[src/rtl/pipe_hazard_ctrl_pkg.sv]
// Shared Y86-64 encodings and controller state type for the pipeline hazard controller.
package pipe_hazard_ctrl_pkg;

    localparam logic [3:0] IHALT   = 4'h0;
    localparam logic [3:0] INOP    = 4'h1;
    localparam logic [3:0] IOPQ    = 4'h6;
    localparam logic [3:0] IMRMOVQ = 4'h5;
    localparam logic [3:0] IJXX    = 4'h7;
    localparam logic [3:0] IRET    = 4'h9;
    localparam logic [3:0] IPOPQ   = 4'hB;
    localparam logic [3:0] RNONE   = 4'hF;

    localparam logic [2:0] SAOK = 3'd1;
    localparam logic [2:0] SADR = 3'd2;
    localparam logic [2:0] SINS = 3'd3;
    localparam logic [2:0] SHLT = 3'd4;

    typedef enum logic [2:0] {
        CS_IDLE  = 3'd0,
        CS_RUN   = 3'd1,
        CS_PAUSE = 3'd2,
        CS_STEP  = 3'd3,
        CS_HALT  = 3'd4
    } state_t;

    function automatic logic is_exc(input logic [2:0] stat);
        return (stat == SADR) || (stat == SINS) || (stat == SHLT);
    endfunction

endpackage

[src/rtl/sat_counter.sv]
// Counter that increments on en and sticks at all-ones instead of wrapping.
module sat_counter #(
    parameter int W = 32
) (
    input  logic         clk,
    input  logic         rst_n,
    input  logic         en,
    output logic [W-1:0] q
);

    always_ff @(posedge clk or negedge rst_n) begin
        if (!rst_n) begin
            q <= '0;
        end else if (en && (q != '1)) begin
            q <= q + {{(W-1){1'b0}}, 1'b1};
        end
    end

endmodule

[src/rtl/pipe_hazard_ctrl.sv]
// Stall/bubble controller for the 5-stage Y86-64 pipe with a run/pause/step/halt
// bring-up FSM and saturating performance counters.
module pipe_hazard_ctrl
    import pipe_hazard_ctrl_pkg::*;
#(
    parameter int CNT_W = 32
) (
    input  logic             clk_i,
    input  logic             rst_n_i,
    input  logic             start_i,
    input  logic             pause_i,
    input  logic             step_i,
    input  logic [3:0]       D_icode_i,
    input  logic [3:0]       d_srcA_i,
    input  logic [3:0]       d_srcB_i,
    input  logic [3:0]       E_icode_i,
    input  logic [3:0]       E_dstM_i,
    input  logic             e_Cnd_i,
    input  logic [3:0]       M_icode_i,
    input  logic [2:0]       m_stat_i,
    input  logic [3:0]       W_icode_i,
    input  logic [2:0]       W_stat_i,
    output logic             F_stall_o,
    output logic             D_stall_o,
    output logic             E_stall_o,
    output logic             M_stall_o,
    output logic             W_stall_o,
    output logic             D_bubble_o,
    output logic             E_bubble_o,
    output logic             M_bubble_o,
    output logic [2:0]       state_o,
    output logic [2:0]       halt_stat_o,
    output logic [CNT_W-1:0] cycle_cnt_o,
    output logic [CNT_W-1:0] retire_cnt_o,
    output logic [CNT_W-1:0] stall_cnt_o
);

    state_t state;
    logic   active;
    logic   lu, ret_h, mp, mx, wx;

    always_ff @(posedge clk_i or negedge rst_n_i) begin
        if (!rst_n_i) begin
            state       <= CS_IDLE;
            halt_stat_o <= SAOK;
        end else begin
            case (state)
                CS_IDLE: begin
                    if (start_i) state <= CS_RUN;
                end
                CS_RUN: begin
                    // Any non-AOK writeback status stops the core, even with pause requested.
                    if (W_stat_i != SAOK) begin
                        state       <= CS_HALT;
                        halt_stat_o <= W_stat_i;
                    end else if (pause_i) begin
                        state <= CS_PAUSE;
                    end
                end
                CS_PAUSE: begin
                    if (start_i)     state <= CS_RUN;
                    else if (step_i) state <= CS_STEP;
                end
                CS_STEP: begin
                    if (W_stat_i != SAOK) begin
                        state       <= CS_HALT;
                        halt_stat_o <= W_stat_i;
                    end else begin
                        state <= CS_PAUSE;
                    end
                end
                default: state <= CS_HALT;
            endcase
        end
    end

    assign state_o = state;
    assign active  = (state == CS_RUN) || (state == CS_STEP);

    assign lu    = ((E_icode_i == IMRMOVQ) || (E_icode_i == IPOPQ)) && (E_dstM_i != RNONE)
                   && ((E_dstM_i == d_srcA_i) || (E_dstM_i == d_srcB_i));
    assign ret_h = (D_icode_i == IRET) || (E_icode_i == IRET) || (M_icode_i == IRET);
    assign mp    = (E_icode_i == IJXX) && !e_Cnd_i;
    assign mx    = is_exc(m_stat_i);
    assign wx    = is_exc(W_stat_i);

    // Frozen states hold every stage and keep bubbles low, since a stage honours bubble over stall.
    always_comb begin
        F_stall_o  = 1'b1;
        D_stall_o  = 1'b1;
        E_stall_o  = 1'b1;
        M_stall_o  = 1'b1;
        W_stall_o  = 1'b1;
        D_bubble_o = 1'b0;
        E_bubble_o = 1'b0;
        M_bubble_o = 1'b0;
        if (active) begin
            F_stall_o  = lu | ret_h;
            D_stall_o  = lu;
            E_stall_o  = 1'b0;
            M_stall_o  = 1'b0;
            W_stall_o  = wx;
            D_bubble_o = mp | (ret_h & ~lu);
            E_bubble_o = mp | lu;
            M_bubble_o = mx | wx;
        end
    end

    sat_counter #(.W(CNT_W)) u_cycle_cnt (
        .clk   (clk_i),
        .rst_n (rst_n_i),
        .en    (active),
        .q     (cycle_cnt_o)
    );

    sat_counter #(.W(CNT_W)) u_retire_cnt (
        .clk   (clk_i),
        .rst_n (rst_n_i),
        .en    (active && (W_icode_i != INOP) && (W_stat_i == SAOK) && !W_stall_o),
        .q     (retire_cnt_o)
    );

    sat_counter #(.W(CNT_W)) u_stall_cnt (
        .clk   (clk_i),
        .rst_n (rst_n_i),
        .en    (active && F_stall_o),
        .q     (stall_cnt_o)
    );

endmodule

[config.mk]
export PLATFORM = sky130hd
export DESIGN_NAME = pipe_hazard_ctrl
export DESIGN_NICKNAME = d
export VERILOG_FILES = /design/src/rtl/pipe_hazard_ctrl_pkg.sv /design/src/rtl/sat_counter.sv /design/src/rtl/pipe_hazard_ctrl.sv
export SDC_FILE = /design/constraint.sdc
export NUM_CORES = 1
export LEC_CHECK = 0
export ABC_AREA = 0
export BUFFER_PORTS_ARGS = -buffer_cell sky130_fd_sc_hd__buf_4
export CAP_MARGIN = 30
export CORE_MARGIN = 4
export CORE_UTILIZATION = 53
export DETAILED_ROUTE_END_ITERATION = 7
export PLACE_DENSITY = 0.87
export SLEW_MARGIN = 0
export SYNTH_ARGS = -nofsm -noshare
export SYNTH_HDL_FRONTEND = slang
export SYNTH_HIERARCHICAL = 1
export SYNTH_SLANG_ARGS = --single-unit
[constraint.sdc]
create_clock -name clk_i -period 2.7 [get_ports clk_i]
set_input_delay 0.405 -clock clk_i [delete_from_list [all_inputs] [get_ports clk_i]]
set_output_delay 0.405 -clock clk_i [all_outputs]
set_load 0.03 [all_outputs]
==> impl_results.md, run 1 <==
- Row Count: 36
- Initial antenna violation count: 0
- Critical path capture point type: output port
- Vias: 4705
- Comb power frac: 0.125
- Pin count of the biggest net entering global routing: 67
- Fmax: 0.4132 GHz
- First-pass DRT Iterations: 5
- Worst r2r path cells: 9
- WP buf/inv: 1
- Final ANT Viol Nets: 0
- Metal3 WL: 829 um
- Grt ovf: 0
- Fin crit period: 2420 ps
- Slew at the pin closest to its max-slew limit: 637.4 ps
- Leakage power total: 0.003184 uW
- Most frequent cells in the layout: 160 x buf_4, 101 x dfrtp_1, 72 x xnor2_1
- Vias in the first global route: 4642
- P_int: 2271 uW
- Final wirelength: 13720 um
- Clk Latency, worst-skew pair: 350 ps
- Critical Path Fanout Max: 8
- Routability congestion estimate: 0.9083
- First-iteration detailed-routing DRC count: 335
- IR drop worst, VDD: 0.3193 mV
- Number of gates resized after CTS: 0
- Post-synthesis net count: 560
- CP arrival: 2020 ps
- PwrDens: 441.6 nW/um^2
- Post-synth EDFFs: 0
- Clk root buf: clkbuf_8
- Placed Cells: 802
- Critical path cell sequence: nand2b_1, or4_4, nand2_1, and3_1, buf_4
- Net Sw Frac: 0.2595
- Synth Flop Type: dfrtp_1
- Nets: 723
- Drt drc: 0
- Yosys reg bits: 102
- # port buffers: 149
- Outcome: finished clean
- Ranking of synthesized cells by area: dfrtp_1 47%, xnor2_1 12%, nand4_1 5.3%
- Setup Total Neg Slack: 0 ps
- Switching Power: 795.9 uW
- Post-DP HPWL: 10300 um
- Initial Util: 0.5478
- H-tree depth: 3
- I/O pins: 150
- Setup ws final: 279.6 ps
- CTS tree: yes
- Syn. warnings: 6
- Fin. Hold Viols: 0
- Max_slew headroom: 0.5712
- CTS buffer count: 9
- Final setup vio count: 0
- Synth top area share: 0.4677
- Post-place setup slack: 93.46 ps
- Max stage delay on crit path: 570 ps
- Top routing layer in use: met4
- Synth Cell Area: 5404 um^2
- Synth unique cells: 43
- Antenna diodes: 0
- DR WL met2: 6973 um
- Fraction of layout cells with a size suffix above 1: 0.3139
- Sequential fraction of the synthesis area: 0.4726
- Class of the tightest hold or removal check: in -> async
- CP required: 2300 ps
- Die extent in y: 109.0 um
- Vias per cell: 5.752
- Synth Instances: 517
- CTS sink count: 102
- Crit-path leading delay family: simple AND/OR/NAND/NOR gates
- First-pass GRT wire length: 22480 um
- Mean Syn Cell Area: 10.45 um^2
- Commonest non-fill, non-tap cell in the layout: buf_4
- Max-cap check violation count: 0
- Async S/R FF share, synth: 1.000
- Clk buf depth: 2
- Hold_buf cts: 0
- P&R area growth vs syn: 28.50%
- Non-Filler Instances: 818
- Crit Path Category: reg -> out
- Area leader, netlist: dfrtp_1
- Gr usage total: 0.2351
- Critical Path Source Type: flip-flop
- Detail-routed net length per standard cell: 16.77 um
- Met1 WL: 5722 um
- Final Skew: 11.31 ps
- Fill cells: 711
- Die area: 11880 um^2
- Max-slew violations: 0
- Placeable Area: 9864 um^2
- Chip Width: 109.0 um
- Final period utilization: 0.8965
- Sequential share of power: 0.532
- CP max stage cell: or4_4
- Clk slew on worst S/H paths: 100 ps
- RSZ-0062 raised after global routing: no
- Post-CTS Setup Repair Bufs: 0
- Clock Power Share: 0.343
- CP Depth: 5
## layout make-up
type                    instances  area, um^2  area share
well taps                     133       166.4     0.02396
flip-flops and latches        102        2554      0.3677
inverters                       5       18.77    0.002703
repair buffers                161        1221      0.1759
multi-input cells             401        2763      0.3978
clock buffers                   9       123.9     0.01784
clock inverters                 7       97.59     0.01405
## sequential cells by signal, summed over array words and instances, names as in the netlist
name / flops
halt_stat_o: 3
state_o: 3
u_cycle_cnt/q: 32
u_retire_cnt/q: 32
u_stall_cnt/q: 32
## metrics by stage
stage                     hold slack [ps]  area [um^2]    util  total power (uW)
after floorplan                     109.4         5404       -              1846
after global placement              396.8         6723  0.6815              2037
after detailed placement            401.9         6723  0.6815              2054
after CTS                           11.35         6944  0.7040              3099
after global routing                32.38         6944  0.7040              3200
final                               9.969         6944  0.7040              3067
## synth_stat cells, drive strengths merged, types with 3 or more instances
library cell / number
xor2: 23
nand4: 49
inv: 5
nor4bb: 3
o21ai: 4
clkbuf: 3
ha: 3
mux2: 6
and3: 7
nor3: 16
nor2: 33
xnor2: 72
nand2: 56
o31ai: 4
nand3b: 4
a31oi: 3
or4: 7
dfrtp: 101
nor2b: 3
buf: 6
a21oi: 12
o211ai: 6
nand3: 50
nor4: 17
and4: 12
## worst register-to-register path: cells and delay by family, from the launching register on
family / cells / cell delay [ps]
xor gates and xnor gates: 1 / 150
buffers and inverters: 1 / 180
DFF: 1 / 420
and+or+nand+nor: 7 / 1480
## logic make-up after synthesis
group | after synthesis | synth area share
AO/OA/AOI/OAI | 33 | 0.04631
multiplexers | 8 | 0.01621
AND/OR/NAND/NOR | 262 | 0.2878
XOR/XNOR | 95 | 0.1540
adder cells (fa/ha/maj) | 3 | 0.006947
buffers and inverters | 14 | 0.01621
flip-flops | 102 | 0.4726
## worst paths after layout
check	start	endpoint	slack, ps
hold / removal	rst_n_i	u_cycle_cnt/q[31]$_DFFE_PN0P_	10
setup reg to reg	state_o[2]$_DFFE_PN0P_	u_retire_cnt/q[25]$_DFFE_PN0P_	350
hold reg to reg	u_cycle_cnt/q[31]$_DFFE_PN0P_	u_cycle_cnt/q[31]$_DFFE_PN0P_	510
max in group asynchronous	rst_n_i	halt_stat_o[0]$_DFFE_PN1P_	1940
setup / recovery	state_o[2]$_DFFE_PN0P_	D_bubble_o	280
min in group clk_i	pause_i	state_o[0]$_DFFE_PN0P_	240
## power by group through the flow
stage          sequential (uW)  clock, uW  combinational (uW)
2_1_floorplan             1760          0                85.8
3_3_place_gp              1660          0                 377
3_5_place_dp              1660          0                 392
4_1_cts                   1630       1070                 393
5_1_grt                   1640       1140                 415
6_report                  1630       1050                 385
## layer usage
metal | GRT usage | up-vias
met3 | 0.03612 | 23
met1 | 0.3164 | 2290
met4 | 0.07124 | 0
li1 | - | 2211
met2 | 0.3930 | 181
met5 | 0 | -
(Power assumes the default switching activity.)
==> inputs of run 2 (changes only) <==
--- a/config.mk
+++ b/config.mk
@@ -9,9 +9,9 @@
 export BUFFER_PORTS_ARGS = -buffer_cell sky130_fd_sc_hd__buf_4
 export CAP_MARGIN = 30
 export CORE_MARGIN = 4
-export CORE_UTILIZATION = 53
+export CORE_UTILIZATION = 57
 export DETAILED_ROUTE_END_ITERATION = 7
-export PLACE_DENSITY = 0.87
+export PLACE_DENSITY = 0.92
 export SLEW_MARGIN = 0
 export SYNTH_ARGS = -nofsm -noshare
 export SYNTH_HDL_FRONTEND = slang
==> constraint.sdc (replaced) <==
create_clock -name clk_i -period 2.8 [get_ports clk_i]
set_input_delay 0.42 -clock clk_i [delete_from_list [all_inputs] [get_ports clk_i]]
set_output_delay 0.42 -clock clk_i [all_outputs]
set_load 0.03 [all_outputs]
==> run 2 against run 1 <==
Global-route usage increased by 2.0 points. Critical path depth stayed put. Routed wire length rose by 4.1%. Clock skew increased by 2.1 ps. Worst setup slack lost 73 ps. First-iteration DRC count shrank 27%. Cell count is 0.73% lower. Critical path type is now reg -> reg. Core utilization is 4.1 points higher. Sequential power decreased by 3%. Largest power group unchanged.
==> impl_results.md, run 2 (same netlist as run 1, synthesis figures left out) <==
- Most common cell on crit path: nand4_1
- Row Count: 35 (-2.8%)
- Commonest non-fill, non-tap cell in the layout: buf_4
- Max_slew headroom: 0.4714 (-0.09978)
- Sequential share of power: 0.559 (+0.027)
- CP max stage cell: nor4_1
- Initial Util: 0.5848 (+0.03702)
- CTS tree: yes
- Clk buf depth: 2 (unchanged)
- Vias in the first global route: 4829 (+4.0%)
- Clk Latency, worst-skew pair: 360 ps (about the same)
- CTS buffer count: 9 (unchanged)
- Routability congestion estimate: 0.9344 (+2.9%)
- Most frequent cells in the layout: 157 x buf_4, 101 x dfrtp_1, 72 x xnor2_1
- Number of gates resized after CTS: 0 (unchanged)
- Final period utilization: 0.9263
- First-iteration detailed-routing DRC count: 244 (-27%)
- First-pass DRT Iterations: 5 (unchanged)
- CP arrival: 2880 ps (+860 ps)
- Max stage delay on crit path: 740 ps (+170 ps)
- Hold_sp: pause_i
- RSZ-0062 raised after global routing: no
- Gr usage total: 0.2554 (+0.02032)
- Clk root buf: clkbuf_8
- First-pass GRT wire length: 23380 um (+4.0%)
- PwrDens: 409.4 nW/um^2 (-7.3%)
- Clk slew on worst S/H paths: 100 ps (about the same)
- Antenna diodes: 0 (unchanged)
- Initial antenna violation count: 0 (unchanged)
- Setup Total Neg Slack: 0 ps (unchanged)
- Critical Path Source Type: flip-flop
- Fraction of layout cells with a size suffix above 1: 0.3104 (-0.003473)
- Worst Setup SP: u_cycle_cnt/q[4]$_DFFE_PN0P_
- Class of the tightest hold or removal check: in -> reg
- Fmax: 0.3856 GHz
- Top flop regs: u_cycle_cnt/q: 32 flops, u_retire_cnt/q: 32 flops, u_stall_cnt/q: 32 flops
- Placeable Area: 9240 um^2 (-6.3%)
- WP buf/inv: 0 (-1)
- Critical Path Fanout Max: 13 (+5)
- Max-slew violations: 0 (unchanged)
- Leakage power total: 0.003152 uW (-1.0%)
- CP required: 3090 ps (+790 ps)
- Detail-routed net length per standard cell: 17.58 um (+4.8%)
- Final Skew: 13.43 ps (+2.122 ps)
- Critical path cell sequence: nand3_2, nor4_1, nand4_1, nand4_1, xnor2_1
- Nets: 721 (-0.28%)
- Net Sw Frac: 0.2848 (+0.02523)
- Vias: 4849 (+3.1%)
- Outcome: finished clean
- Fin. Hold Viols: 0 (unchanged)
- Max-cap check violation count: 0 (unchanged)
- Hold_buf cts: 1 (+1)
- Comb power frac: 0.132 (+0.007)
- CTS sink count: 102 (unchanged)
- Switching Power: 802.9 uW (+0.88%)
- Final ANT Viol Nets: 0 (unchanged)
- Critical path capture point type: flip-flop
- # port buffers: 149 (unchanged)
- P_int: 2016 uW (-11%)
- Die area: 11100 um^2 (-6.5%)
- Final wirelength: 14280 um (+4.1%)
- Drt drc: 0 (unchanged)
- Post-DP HPWL: 10580 um (+2.8%)
- Die extent in y: 105.4 um (-3.3%)
- Final setup vio count: 0 (unchanged)
- I/O pins: 150 (unchanged)
- Vias per cell: 5.972 (+3.8%)
- Chip Width: 105.4 um (-3.3%)
- Slew at the pin closest to its max-slew limit: 785.7 ps (+148.3 ps)
- P&R area growth vs syn: 27.44%
- Clock Power Share: 0.309 (-0.034)
- RR Startpoint: u_cycle_cnt/q[4]$_DFFE_PN0P_
- Post-CTS Setup Repair Bufs: 0 (unchanged)
- Grt ovf: 0 (unchanged)
- Fin crit period: 2594 ps
- Crit Path Category: reg -> reg
- Crit-path leading delay family: simple AND/OR/NAND/NOR gates
- Final design utilization: 0.7453 (+0.04134)
- H-tree depth: 3 (unchanged)
- IR drop worst, VDD: 0.2488 mV (-22%)
- Pin count of the biggest net entering global routing: 46 (-31%)
run 2: cell types whose count changed in the layout (fill, tap and decap cells not counted):
cell / delta
clkinv_4: +1
clkinvlp_4: +1
inv_6: +1
buf_4: -3
dlygate4sd3_1: +1
bufinv_16: -2
clkinv_2: -1
run 2: layer usage:
layer | GRT usage | wire (um) | up-vias
li1 | - | - | 2204
met2 | 0.4249 | 7122 | 252
met5 | 0 | 0 | -
met3 | 0.05266 | 1161 | 41
met4 | 0.09747 | 356 | 0
met1 | 0.3285 | 5636 | 2352
run 2: area by class of cell:
class	instances	area, um^2
clock buffers	9	123.9
clock inverters	7	57.56
fillers	629	2354
inverters	5	18.77
multi-input cells	401	2763
flip-flops and latches	102	2554
well taps	129	161.4
repair buffers	159	1209
run 2: worst paths after layout:
path,end,slack [ps],depth (start not counted)
setup / recovery,u_cycle_cnt/q[12]$_DFFE_PN0P_,210,5
hold / removal,state_o[0]$_DFFE_PN0P_,240,2
setup reg to reg,u_cycle_cnt/q[12]$_DFFE_PN0P_,210,5
hold reg to reg,u_retire_cnt/q[31]$_DFFE_PN0P_,510,1
max in group asynchronous,halt_stat_o[0]$_DFFE_PN1P_,1520,3
min in group asynchronous,u_cycle_cnt/q[22]$_DFFE_PN0P_,520,2
run 2: power groups by stage:
stage	logic, uW	registers [uW]	clock network, uW
3_5_place_dp	374	1610	0
4_1_cts	377	1580	891
3_3_place_gp	363	1600	0
6_report	371	1580	872
5_1_grt	399	1580	946
2_1_floorplan	82.7	1700	0
run 2: through the flow:
stage / power [uW] / setup slack, ps / cell area (um^2) / cells / hold slack [ps]
2_1_floorplan: 1780 / 246.6 / 5404 / 517 / 124.4
3_3_place_gp: 1964 / 167.5 / 6695 / 795 / 385.6
3_5_place_dp: 1980 / 93.57 / 6695 / 795 / 387.5
4_1_cts: 2845 / 323.1 / 6887 / 812 / 231.9
5_1_grt: 2929 / 90.43 / 6887 / 812 / 224.6
6_report: 2819 / 206.4 / 6887 / 812 / 245.0
